## src/rtl/systolic_operand_feeder.sv

```systemverilog
// Operand-side driver for a systolic array. Buffers one N_SIZE x N_SIZE job
// (matrices A and B), which arrives one row per beat over a valid/ready port.
// It then streams column k of A and row k of B for N_SIZE consecutive cycles,
// counts the result rows the array returns, and pulses done.
//
// Ports:
//   clk, rst          clock; synchronous active-high reset
//   ld_valid/ld_ready load handshake; ld_a_row/ld_b_row carry row r of A/B
//   matrix_valid_out  high while a k-slice is presented on matrix_a_out/matrix_b_out
//   matrix_a_out      slice i = A[i][k]
//   matrix_b_out      slice j = B[k][j]
//   res_valid         one pulse per result row from the array
//   busy, done        job in flight; one-cycle completion pulse
//   err_unexpected    sticky: res_valid seen outside WAIT
//   err_timeout       sticky: result rows did not arrive within TIMEOUT cycles
module systolic_operand_feeder #(
  parameter int unsigned DATAWIDTH = 16,
  parameter int unsigned N_SIZE    = 3,
  parameter int unsigned TIMEOUT   = 64
) (
  input  logic                          clk,
  input  logic                          rst,
  input  logic                          ld_valid,
  output logic                          ld_ready,
  input  logic [N_SIZE*DATAWIDTH-1:0]   ld_a_row,
  input  logic [N_SIZE*DATAWIDTH-1:0]   ld_b_row,
  output logic                          matrix_valid_out,
  output logic [N_SIZE*DATAWIDTH-1:0]   matrix_a_out,
  output logic [N_SIZE*DATAWIDTH-1:0]   matrix_b_out,
  input  logic                          res_valid,
  output logic                          busy,
  output logic                          done,
  output logic                          err_unexpected,
  output logic                          err_timeout
);

  localparam int unsigned CntW = $clog2(N_SIZE + 1);
  localparam int unsigned TmrW = $clog2(TIMEOUT + 1);
  localparam int unsigned RowW = N_SIZE * DATAWIDTH;

  localparam logic [1:0] StLoad   = 2'd0;
  localparam logic [1:0] StStream = 2'd1;
  localparam logic [1:0] StWait   = 2'd2;

  logic [DATAWIDTH-1:0] a_buf_q [N_SIZE][N_SIZE];
  logic [DATAWIDTH-1:0] b_buf_q [N_SIZE][N_SIZE];

  logic [1:0]      state_q, state_d;
  logic [CntW-1:0] row_q, row_d;
  logic [CntW-1:0] beat_q, beat_d;
  logic [CntW-1:0] res_cnt_q, res_cnt_d;
  logic [TmrW-1:0] timer_q, timer_d;

  logic            ld_ready_q, ld_ready_d;
  logic            busy_q, busy_d;
  logic            done_q, done_d;
  logic            valid_q, valid_d;
  logic [RowW-1:0] a_out_q, a_out_d;
  logic [RowW-1:0] b_out_q, b_out_d;
  logic            err_unexp_q, err_unexp_d;
  logic            err_to_q, err_to_d;

  always_comb begin
    state_d   = state_q;
    row_d     = row_q;
    beat_d    = beat_q;
    res_cnt_d = res_cnt_q;
    timer_d   = timer_q;
    done_d    = 1'b0;
    valid_d   = 1'b0;
    a_out_d   = '0;
    b_out_d   = '0;
    err_to_d  = err_to_q;
    // Result rows are only expected while waiting; anything else is flagged and dropped.
    err_unexp_d = err_unexp_q | (res_valid && (state_q != StWait));

    case (state_q)
      StLoad: begin
        if (ld_valid) begin
          if (row_q == CntW'(N_SIZE - 1)) begin
            row_d   = '0;
            beat_d  = '0;
            state_d = StStream;
          end else begin
            row_d = row_q + 1'b1;
          end
        end
      end
      StStream: begin
        valid_d = 1'b1;
        for (int unsigned i = 0; i < N_SIZE; i++) begin
          a_out_d[i*DATAWIDTH +: DATAWIDTH] = a_buf_q[i][beat_q];
          b_out_d[i*DATAWIDTH +: DATAWIDTH] = b_buf_q[beat_q][i];
        end
        if (beat_q == CntW'(N_SIZE - 1)) begin
          state_d   = StWait;
          timer_d   = '0;
          res_cnt_d = '0;
        end else begin
          beat_d = beat_q + 1'b1;
        end
      end
      StWait: begin
        res_cnt_d = res_cnt_q + CntW'(res_valid);
        timer_d   = timer_q + 1'b1;
        // Completion takes priority over a timeout landing on the same edge.
        if (res_cnt_d == CntW'(N_SIZE)) begin
          done_d  = 1'b1;
          state_d = StLoad;
        end else if (timer_d == TmrW'(TIMEOUT)) begin
          err_to_d = 1'b1;
          state_d  = StLoad;
        end
      end
      default: state_d = StLoad;
    endcase

    ld_ready_d = (state_d == StLoad);
    busy_d     = (state_d != StLoad);
  end

  always_ff @(posedge clk) begin
    if (rst) begin
      state_q     <= StLoad;
      row_q       <= '0;
      beat_q      <= '0;
      res_cnt_q   <= '0;
      timer_q     <= '0;
      ld_ready_q  <= 1'b1;
      busy_q      <= 1'b0;
      done_q      <= 1'b0;
      valid_q     <= 1'b0;
      a_out_q     <= '0;
      b_out_q     <= '0;
      err_unexp_q <= 1'b0;
      err_to_q    <= 1'b0;
    end else begin
      state_q     <= state_d;
      row_q       <= row_d;
      beat_q      <= beat_d;
      res_cnt_q   <= res_cnt_d;
      timer_q     <= timer_d;
      ld_ready_q  <= ld_ready_d;
      busy_q      <= busy_d;
      done_q      <= done_d;
      valid_q     <= valid_d;
      a_out_q     <= a_out_d;
      b_out_q     <= b_out_d;
      err_unexp_q <= err_unexp_d;
      err_to_q    <= err_to_d;
    end
  end

  // Operand buffers carry no reset; a discarded partial load is simply overwritten.
  always_ff @(posedge clk) begin
    if (!rst && (state_q == StLoad) && ld_valid) begin
      for (int unsigned j = 0; j < N_SIZE; j++) begin
        a_buf_q[row_q][j] <= ld_a_row[j*DATAWIDTH +: DATAWIDTH];
        b_buf_q[row_q][j] <= ld_b_row[j*DATAWIDTH +: DATAWIDTH];
      end
    end
  end

  assign ld_ready         = ld_ready_q;
  assign busy             = busy_q;
  assign done             = done_q;
  assign matrix_valid_out = valid_q;
  assign matrix_a_out     = a_out_q;
  assign matrix_b_out     = b_out_q;
  assign err_unexpected   = err_unexp_q;
  assign err_timeout      = err_to_q;

endmodule
```

## config.mk

```make
export PLATFORM = sky130hd
export DESIGN_NAME = systolic_operand_feeder
export DESIGN_NICKNAME = d
export VERILOG_FILES = /design/src/rtl/systolic_operand_feeder.sv
export SDC_FILE = /design/constraint.sdc
export NUM_CORES = 1
export LEC_CHECK = 0
export CAP_MARGIN = 20
export CORE_MARGIN = 4
export CORE_UTILIZATION = 55
export DETAILED_ROUTE_END_ITERATION = 10
export HOLD_SLACK_MARGIN = 0.02
export PLACE_DENSITY = 0.81
export SLEW_MARGIN = 0
export SYNTH_ARGS = -nofsm -noshare
export SYNTH_HDL_FRONTEND = slang
export SYNTH_SLANG_ARGS = --single-unit
```

## constraint.sdc

```tcl
create_clock -name clk -period 21.3 [get_ports clk]
set_clock_uncertainty 0.05 [all_clocks]
set_input_delay 4.26 -clock clk [delete_from_list [all_inputs] [get_ports clk]]
set_output_delay 4.26 -clock clk [all_outputs]
set_load 0.01 [all_outputs]
```

# Word level (Yosys, flattened, before mapping)
# Memory sizes are Yosys's and may differ from the RTL's. A register that Yosys moved wholly into a read port is not among the register bits.
# Cells that the tools add are included.
# op_classes
add_sub_neg,4
order_cmp,1
n_eq_ne,11
mux,28
n_bitwise,5
n_reduce_logical,15
# ops
cell,n
$bmux 16 s2,3
$mux 16,6
$mux 2,10
$pmux 7 s2,1
$ne 2x2->1 const B,5
$eq 2x2->1 const B,4
$pmux 2 s2,2
$add 7x1->7 const B,1
$eq 7x7->1 const B,1
$mux 7,1
$pmux 2 s3,1
$reduce_bool 2->1,3
$add 2x1->2 const B,2
$logic_not 2->1,2
$mux 1,4
$reduce_and 2->1,2
$reduce_and 4->1,1
$reduce_or 2->1,2
$ge 3x3->1 const B,1
$logic_and 1x1->1,3
$not 1->1,3
$not 2->3,1
$reduce_and 3->1,1
$add 2x1->2,1
3 further kinds,3
# totals
ff_bits,69
ramBits,288
in_bits,100
out_inout_bits,102
word_cells,78
memories,2
# mem_list
name,depth,word_bits,read_ports,rd_ports_with_merged_regs,wr,line_no,rtl
a_buf_q,3,48,3,0,1,45,logic [DATAWIDTH-1:0] a_buf_q [N_SIZE][N_SIZE];
b_buf_q,3,48,1,1,1,46,logic [DATAWIDTH-1:0] b_buf_q [N_SIZE][N_SIZE];

# Logic depth before layout (Yosys ltp)
# Gate-level depths: netlist of the first run.
# depth
ltp_word,6
depth_mapped,8
mapped_depth_nobuf,6

# Worst setup path after synthesis of the first run
# OpenSTA, ideal clock, no wires.
# synth_timing
path_kind,input port to flip-flop
startpoint,in ld_valid
endpoint,"mem a_buf_q[2][0] in the netlist's numbering, enable pin"
setup_ns,0.688
arrival_time_ns,11.790
t_required_ns,20.562
slack_ns,8.772
stages,3
path_buffers,0
path_cell_list,nor3b_1 nand2b_1 nor3b_1
# synth_via
elab_chain_len,3
# synth_rtl
item,line_no,rtl
start: declaration,23,"input logic ld_valid,"
$logic_and 1x1->1,156,if (!rst && (state_q == StLoad) && ld_valid) begin
$mux 1,156,
$mux 1 (not written as such),158,a_buf_q[row_q][j] <= ld_a_row[j*DATAWIDTH +: DATAWIDTH];
end: declaration,45,
# No other way between the ends.

# Worst setup path in the final report of the first run
# layout_timing
startpoint,in ld_valid
endpoint,"mem b_buf_q[0][10] in the netlist's numbering, enable pin"
# layout_via
elab_chain_len,3
# layout_rtl
item,line_no,rtl
$logic_and 1x1->1,156,
$mux 1,156,
$mux 1 (not written as such),159,b_buf_q[row_q][j] <= ld_b_row[j*DATAWIDTH +: DATAWIDTH];
end: declaration,46,
# No other way between the ends.

==> impl_results.md, run 1 <==
* Status: completed
* CTS tree: done
* Power density over the cells at 91.7 nW/um^2
* Initial antenna violation count at 3
* Crit-path max cell delay at 670 ps
* Clk root buf: clkbuf_16
* Worst path arrival time at 6930 ps
* Final Util at 0.700
* Synth cell types at 39
* Synth Area per Inst at 15.1 um^2
* Final Cycle Share at 0.321
* GRT Overall Usage at 0.187
* Vias in the first global route at 7888
* Minimum clock period at 6840 ps
* Dpl hpwl at 16.5 mm
* Critical path's top delay family: buffers and inverters
* Share of cells above drive strength 1 at 0.0644
* Register bit total from synthesis at 405
* Antenna viol nets, final at 0
* Power Total at 0.00161 W
* Die ar. at 28000 um^2
* P&R area growth vs syn at 25.7%
* Synth top area share at 0.619
* Syn nets at 1031
* Cts hold-fix bufs at 0
* Placed Instances at 1420
* Post-synth EDFFs at 288
* Sequential fraction of the synthesis area at 0.787
* CP max FO at 49
* Total number of vias at 7862
* Critical path, cell by cell: clkdlybuf4s50_1 -> nor3b_1 -> nand2b_1 -> nor3_2 -> buf_4 -> buf_4
* Die Width at 167 um
* Netlist Area Pre-Place at 14000 um^2
* Async set or reset register ratio after synthesis at 0
* Placer Congestion at 0.810
* CTS H-tree lvls at 2
* Fillers at 1670
* Synth top area cells: edfxtp_1 (62%), dfxtp_1 (17%), mux2i_1 (7.2%)
* Core box area at 25100 um^2
* Rel. slew slack at 0.276
* Largest net degree at the start of global routing at 92
* Slew Viols, Final at 0
* Leak at 5.93 nW
* CP dominant cell by count: buf_4
* Post-synth top cells: edfxtp_1 (288), nor2_1 (205), dfxtp_1 (117)
* Port bufs at 201
* Initial Utilization at 0.556
* First-pass GRT wire length at 41.8 mm
* Die Ht at 167 um
* Total of max-cap violations at 0
* CP max stage cell: buf_4
* TritonCTS buffer count at 40
* Layout net count at 1236
* CP Capture Type: register
* Final hold violation count at 0
* # resized after CTS at 0
* Worst-Skew Late Latency at 510 ps
* Worst-path clk slew at 60 ps
* Yosys warns at 0
* Ports at 202
* Routed len/inst at 17.9 um
* Final setup vio count at 0
* Cell with the most instances after synthesis: edfxtp_1
* Final Non-Filler Cells at 1495
* Crit start category: primary input
* Avg Vias per Cell at 5.26
* Longest Clk Path Bufs at 3
* Worst Path Class, Setup: primary input to register
* Final WL at 26.8 mm
* Tightest Pin Transition at 1090 ps
* Cell taking the most area after synthesis: edfxtp_1
* Clk sinks at 405
* Total grt overflow at 0
* Maximum VDD drop at 80.8 uV
* Syn Inst Count at 928
* Postcts setup bufs at 0
* DRT iter0 DRCs at 632
* CP bufs+invs at 3
* Post-synth top flop: edfxtp_1
* Max frequency at 146 MHz
* TNS Setup at 0 ps
* Row cnt at 58
* DRT Pass-1 Iters at 5
* WP data required at 21390 ps
* DRC at 0
* Worst min-delay path class: register to register
* RSZ-0062 raised after global routing: false
[worst register-to-register path, stage by stage, from the launching register on]
cell and delay, ps:
dfxtp_1 460, nor3b_1 490, nand2b_1 260, nor3_2 160
buf_4 570, buf_4 720
[stage by stage]
step / cell area [um^2] / worst slack, ps / hold WS [ps]
after floorplan: 14000 / 8770 / 397
after global placement: 16300 / 14030 / 403
after detailed placement: 16300 / 13960 / 412
after CTS: 17500 / 14480 / 425
after global routing: 17600 / 14310 / 439
final: 17600 / 14460 / 418
[kinds of logic (layout without fill, tap and decap cells)]
| kind of cell | after synthesis | count (layout) | synth area share |
|---|---|---|---|
| compound gates | 121 | 121 | 0.0464 |
| xor+xnor | 2 | 2 | 0.00125 |
| fa+ha+maj | 3 | 3 | 0.00269 |
| buf+inv | 52 | 288 | 0.0186 |
| flops | 405 | 405 | 0.787 |
| mux | 101 | 101 | 0.0724 |
| other cells | 0 | 1 | 0 |
| simple gates | 244 | 244 | 0.0719 |
[sequential cells by signal, summed over array words and instances, names as in the netlist]
register	flops
timer_q	7
matrix_b_out	48
ld_ready	1
matrix_valid_out	1
busy	1
err_unexpected	1
a_buf_q	144
row_q	2
beat_q	2
done	1
state_q	2
matrix_a_out	48
b_buf_q	144
err_timeout	1
res_cnt_q	2
[report_power, final]
part	internal (W)	switching, W
sequential	0.000865	0.00000674
clock	0.000403	0.000271
combinational	0.0000316	0.0000334
total	0.00130	0.000311
[path summary, 6_finish.rpt]
kind	from	depth (start not counted)	end	slack [ps]
hold reg to reg	a_buf_q[1][7]$_DFFE_PP_	2	matrix_a_out[23]$_SDFF_PP0_	420
setup reg to reg	state_q[0]$_SDFF_PP0_	5	b_buf_q[0][10]$_DFFE_PP_	18220
hold / removal	a_buf_q[1][7]$_DFFE_PP_	2	matrix_a_out[23]$_SDFF_PP0_	420
setup / recovery	ld_valid	6	b_buf_q[0][10]$_DFFE_PP_	14460
[layout by cell type, fill, tap and decap left out, types with 2 or more instances in the layout]
master and count:
nor2_1 205, xor2_1 2, a311oi_1 2, edfxtp_1 288, a21oi_1 105, mux2i_1 101
nand2b_1 6, bufinv_16 2, clkdlybuf4s50_1 201, clkbuf_16 42, inv_6 2, inv_1 4
nor2b_4 2, clkinv_2 5, clkbuf_1 11, buf_4 9, nand3_1 4, clkinv_1 5
a2111oi_0 2, nor2b_1 2, dfxtp_4 2, o21ai_0 2, o21bai_1 2, a211oi_1 2
nand2_1 8, nor4b_1 3, dfxtp_1 115, clkbuf_8 5, ha_1 3, nor3_1 3
[per-layer routing]
metal,GRT usage,vias to the layer above,wire (um)
li1,-,3771,-
met1,0.238,3792,10900
met2,0.323,233,13800
met3,0.0392,62,1390
met4,0.0603,4,736
met5,0,-,15
[layout make-up]
cell class | instances | area (um^2) | area share
Clock buffer | 58 | 1160 | 0.0661
Timing Repair Buffer | 211 | 2100 | 0.120
Clock inverter | 15 | 129 | 0.00734
Tap cell | 330 | 413 | 0.0235
Multi-Input combinational cell | 471 | 2750 | 0.156
Antenna cell | 1 | 2.50 | 0.000142
Sequential cell | 405 | 11000 | 0.626
Inverter | 4 | 15.0 | 0.000855
No activity file was read; power rests on OpenSTA's default activity.
==> inputs of run 2 (changes only) <==
Settings changed: CORE_UTILIZATION 55 to 49, PLACE_DENSITY 0.81 to 0.76.
Clock period 21.3 ns to 6.1 ns, I/O delays scaled along.
==> run 2 against run 1 <==
Sequential share of layout area fell by 0.31 points; via count fell by 0.70%; critical path type unchanged; count of clock-buffer cells in the layout fell by 5; highest routed layer unchanged; combinational power rose to 3.5 times the previous value.
==> impl_results.md, run 2 (same netlist as run 1, synthesis figures left out) <==
* Placed Instances at 1466
* Slew Viols, Final at 0
* Largest net degree at the start of global routing at 97
* GRT Overall Usage at 0.168
* DP Worst Slack at 2000 ps
* Status: completed
* Final hold violation count at 0
* Antenna viol nets, final at 0
* Worst-Skew Late Latency at 510 ps
* TritonCTS buffer count at 40
* Routed len/inst at 17.4 um
* Avg Vias per Cell at 5.06
* Rel. slew slack at 0.277
* Worst path arrival time at 3650 ps
* Total number of vias at 7807
* First-pass GRT wire length at 41.3 mm
* Layout net count at 1234
* Register area at 11000 um^2
* Longest Clk Path Bufs at 3
* Core box area at 27900 um^2
* Minimum clock period at 3550 ps
* TNS Setup at 0 ps
* WP data required at 6200 ps
* Final WL at 26.8 mm
* Die ar. at 31300 um^2
* Most common cell after layout, fill and taps aside: edfxtp_1
* Worst min-delay path class: register to register
* Tightest Pin Transition at 1090 ps
* PnR worst setup slack at 2550 ps
* Dpl hpwl at 15.8 mm
* CP max FO at 35
* CTS H-tree lvls at 2
* Final setup vio count at 0
* CTS tree: done
* Port bufs at 201
* Row cnt at 61
* Largest regs: a_buf_q x144, b_buf_q x144
* Crit path from: ld_valid
* Postcts setup bufs at 0
* Die Width at 177 um
* Initial antenna violation count at 4
* Placer Congestion at 0.788
* Critical R2R Launch: state_q[0]$_SDFF_PP0_
* Maximum VDD drop at 212 uV
* CP Capture Type: register
* DRT iter0 DRCs at 472
* Worst-path clk slew at 60 ps
* DRC at 0
* Total of max-cap violations at 0
* Vias in the first global route at 7877
* Final Cycle Share at 0.582
* Most frequent cells in the layout: edfxtp_1 (288), nor2_1 (205), clkdlybuf4s50_1 (201), dfxtp_1 (115), a21oi_1 (105)
* Total grt overflow at 0
* DRT Pass-1 Iters at 4
* Die Ht at 177 um
* Clk root buf: clkbuf_16
* Max frequency at 282 MHz
* Initial Utilization at 0.500
* Hold Path Origin: a_buf_q[2][9]$_DFFE_PP_
* RSZ-0062 raised after global routing: false
* Power density over the cells at 319 nW/um^2
* Clk sinks at 405
* Share of cells above drive strength 1 at 0.0620
* Combined area of the multi-input logic cells at 2760 um^2
* Crit start category: primary input
* Fillers at 2047
* Final Non-Filler Cells at 1542
* # resized after CTS at 0
* Cts hold-fix bufs at 0
* Ports at 202
* P&R area growth vs syn at 26.4%
* Leak at 5.91 nW
* Worst Path Class, Setup: primary input to register
run 2: cell types whose count changed in the layout (fill, tap and decap cells not counted), moves of 2 or more:
cell and delta:
buf_12 +3, clkinvlp_4 +2, buf_4 -5, clkbuf_8 -4
clkinv_2 -3, clkinv_4 +3
run 2: where the power goes:
| group | total [W] | switching, W | internal (W) |
|---|---|---|---|
| clock | 0.00236 | 0.000977 | 0.00138 |
| combinational | 0.000226 | 0.000113 | 0.000112 |
| sequential | 0.00304 | 0.0000255 | 0.00302 |
run 2: area by class of cell:
cell class                 count  share of cell area
sequential                   405               0.623
antenna                        2            0.000284
clock inverter                20              0.0112
tap                          378              0.0268
timing repair buffer         209               0.120
inverter                       4            0.000851
clock buffer                  53              0.0612
multi-input combinational    471               0.156
run 2: worst max-delay path, stage by stage:
cell and delay, ps:
clkdlybuf4s50_1 500, nor3b_1 410, nand2b_1 280, nor2b_4 650, buf_4 550
run 2: final timing paths:
check,to,slack [ps],cells past startpoint
setup / recovery,b_buf_q[1][27]$_DFFE_PP_,2550,5
setup reg to reg,b_buf_q[1][27]$_DFFE_PP_,3210,4
hold reg to reg,matrix_a_out[41]$_SDFF_PP0_,420,2
hold / removal,matrix_a_out[41]$_SDFF_PP0_,420,2
run 2: metal layers:
metal | wire length [um] | track usage | part of all wire | vias up
met5 | 27 | 0 | 0.0010 | -
met4 | 669 | 0.0558 | 0.025 | 4
met3 | 1320 | 0.0361 | 0.049 | 47
met2 | 13600 | 0.286 | 0.51 | 193
met1 | 11200 | 0.216 | 0.42 | 3807
li1 | - | - | - | 3756
run 2: per-stage QoR:
stage          cell area (um^2)  power (W)  utilization  hold WS, ps
2_1_floorplan             14000    0.00320            -          397
3_3_place_gp              16300    0.00332        0.585          403
3_5_place_dp              16300    0.00333        0.585          414
4_1_cts                   17600    0.00568        0.631          430
5_1_grt                   17700    0.00583        0.632          446
6_report                  17700    0.00563        0.632          424
==> inputs of run 3 (changes only) <==
Clock period 6.1 ns to 2.9 ns, I/O delays scaled along.
==> run 3 against run 2 <==
Non-clock buffer count grew 8; global-route usage grew 0.17 points; sequential power grew 110%; first-iteration DRC count grew 16%; cell area grew 1.1%; core utilization grew 0.72 points.
==> impl_results.md, run 3 (same netlist as run 1, synthesis figures left out) <==
* Vias in the first global route at 7825
* DRC at 0
* Slew Viols, Final at 0
* Dpl hpwl at 16.8 mm
* CP bufs+invs at 2
* Final setup vio count at 0
* Minimum clock period at 2130 ps
* TNS Setup at 0 ps
* RSZ-0062 raised after global routing: false
* First-pass GRT wire length at 41.8 mm
* Final Non-Filler Cells at 1552
* Worst min-delay path class: register to register
* Placer Congestion at 0.802
* CP Capture Type: register
* Avg Vias per Cell at 5.06
* Port bufs at 201
* Worst-Skew Late Latency at 520 ps
* Row cnt at 61
* GRT Overall Usage at 0.170
* WP data required at 3020 ps
* Die Width at 177 um
* Total grt overflow at 0
* Worst Path Class, Setup: primary input to register
* CTS tree: done
* Most common cell after layout, fill and taps aside: edfxtp_1
* Final Cycle Share at 0.735
* Ports at 202
* Rel. slew slack at 0.513
* TritonCTS buffer count at 40
* Critical path's top delay family: buffers and inverters
* Total of max-cap violations at 0
* Initial antenna violation count at 6
* Crit start category: primary input
* Dpl cell area at 16500 um^2
* Routed len/inst at 17.5 um
* Power density over the cells at 670 nW/um^2
* CP max FO at 65
* Total number of vias at 7846
* Most frequent cells in the layout: edfxtp_1 (288), nor2_1 (205), clkdlybuf4s50_1 (201), dfxtp_1 (115), a21oi_1 (105)
* DRT iter0 DRCs at 546
* Critical path, cell by cell: clkdlybuf4s50_1 -> nor3b_4 -> nand2b_4 -> nor3b_4 -> buf_12
* CP dominant cell by count: nor3b_4
* Cts hold-fix bufs at 0
* Final hold slack at 424 ps
* Share of cells above drive strength 1 at 0.0760
* Die ar. at 31300 um^2
* Clk sinks at 405
* Leak at 6.01 nW
* P&R area growth vs syn at 27.8%
* Status: completed
* Worst-path clk slew at 60 ps
* Final hold violation count at 0
* Longest Clk Path Bufs at 3
* # resized after CTS at 0
* Postcts setup bufs at 0
* Fillers at 2038
* CTS H-tree lvls at 2
* Clk root buf: clkbuf_16
* Core box area at 27900 um^2
* CP max stage cell: clkdlybuf4s50_1
* Placed Instances at 1475
* Max frequency at 469 MHz
* Cell area after layout at 17900 um^2
* Layout net count at 1242
* Die Ht at 177 um
* Final WL at 27.1 mm
* Maximum VDD drop at 562 uV
* Largest net degree at the start of global routing at 125
* Tightest Pin Transition at 731 ps
* Initial Utilization at 0.500
* Antenna viol nets, final at 0
* DRT Pass-1 Iters at 5
* Largest regs: a_buf_q x144, b_buf_q x144
* Worst path arrival time at 2250 ps
* Crit-path max cell delay at 510 ps
run 3: changes by cell type in the layout (fill, tap and decap cells not counted), sizes merged:
cell / delta
buf: +8
bufinv: -2
clkbuf: +5
clkinv: +1
diode: +1
inv: -3
run 3: tightest hold or removal path: cells and delay by family (launching register included):
family	cells	cell delay, ps
compound gates	1	50
simple gates	1	70
flops	1	320
run 3: final cells by class:
type                       instances  area [um^2]  area share
antenna                            3         7.51    0.000421
clock buffer                      58         1220      0.0682
clock inverter                    16          119     0.00666
inverter                           4         15.0    0.000841
multi-input combinational        471         2780       0.156
sequential                       405        11000       0.616
tap                              378          473      0.0265
timing repair buffer             217         2240       0.126
run 3: final timing paths:
| kind | from | end | slack [ps] | cells after the start |
|---|---|---|---|---|
| worst max-delay path | ld_valid | b_buf_q[2][29]$_DFFE_PP_ | 770 | 5 |
| worst min register to register | a_buf_q[0][11]$_DFFE_PP_ | matrix_a_out[11]$_SDFF_PP0_ | 420 | 2 |
| worst min-delay path | a_buf_q[0][11]$_DFFE_PP_ | matrix_a_out[11]$_SDFF_PP0_ | 420 | 2 |
| worst max register to register | state_q[0]$_SDFF_PP0_ | b_buf_q[2][29]$_DFFE_PP_ | 820 | 4 |
run 3: report_power, final:
part / total [W] / internal (W) / leakage, nW / switching [W]
Combinational: 0.000501 / 0.000247 / 1.79 / 0.000254
Sequential: 0.00640 / 0.00635 / 3.57 / 0.0000463
Clock: 0.00507 / 0.00302 / 0.653 / 0.00205
Total: 0.0120 / 0.00961 / 6.01 / 0.00235
run 3: metal layers:
layer / vias up / wire length [um] / track usage
met4: 6 / 805 / 0.0661
met3: 64 / 1420 / 0.0365
met1: 3790 / 11100 / 0.214
li1: 3775 / - / -
met5: - / 34 / 0
met2: 211 / 13800 / 0.289
run 3: per-stage QoR:
stage,worst slack (ps),util,power (W)
after global placement,265,0.591,0.00701
final,768,0.639,0.0120
after detailed placement,252,0.591,0.00702
after global routing,692,0.639,0.0124
after floorplan,-1050,-,0.00674
after CTS,776,0.639,0.0121
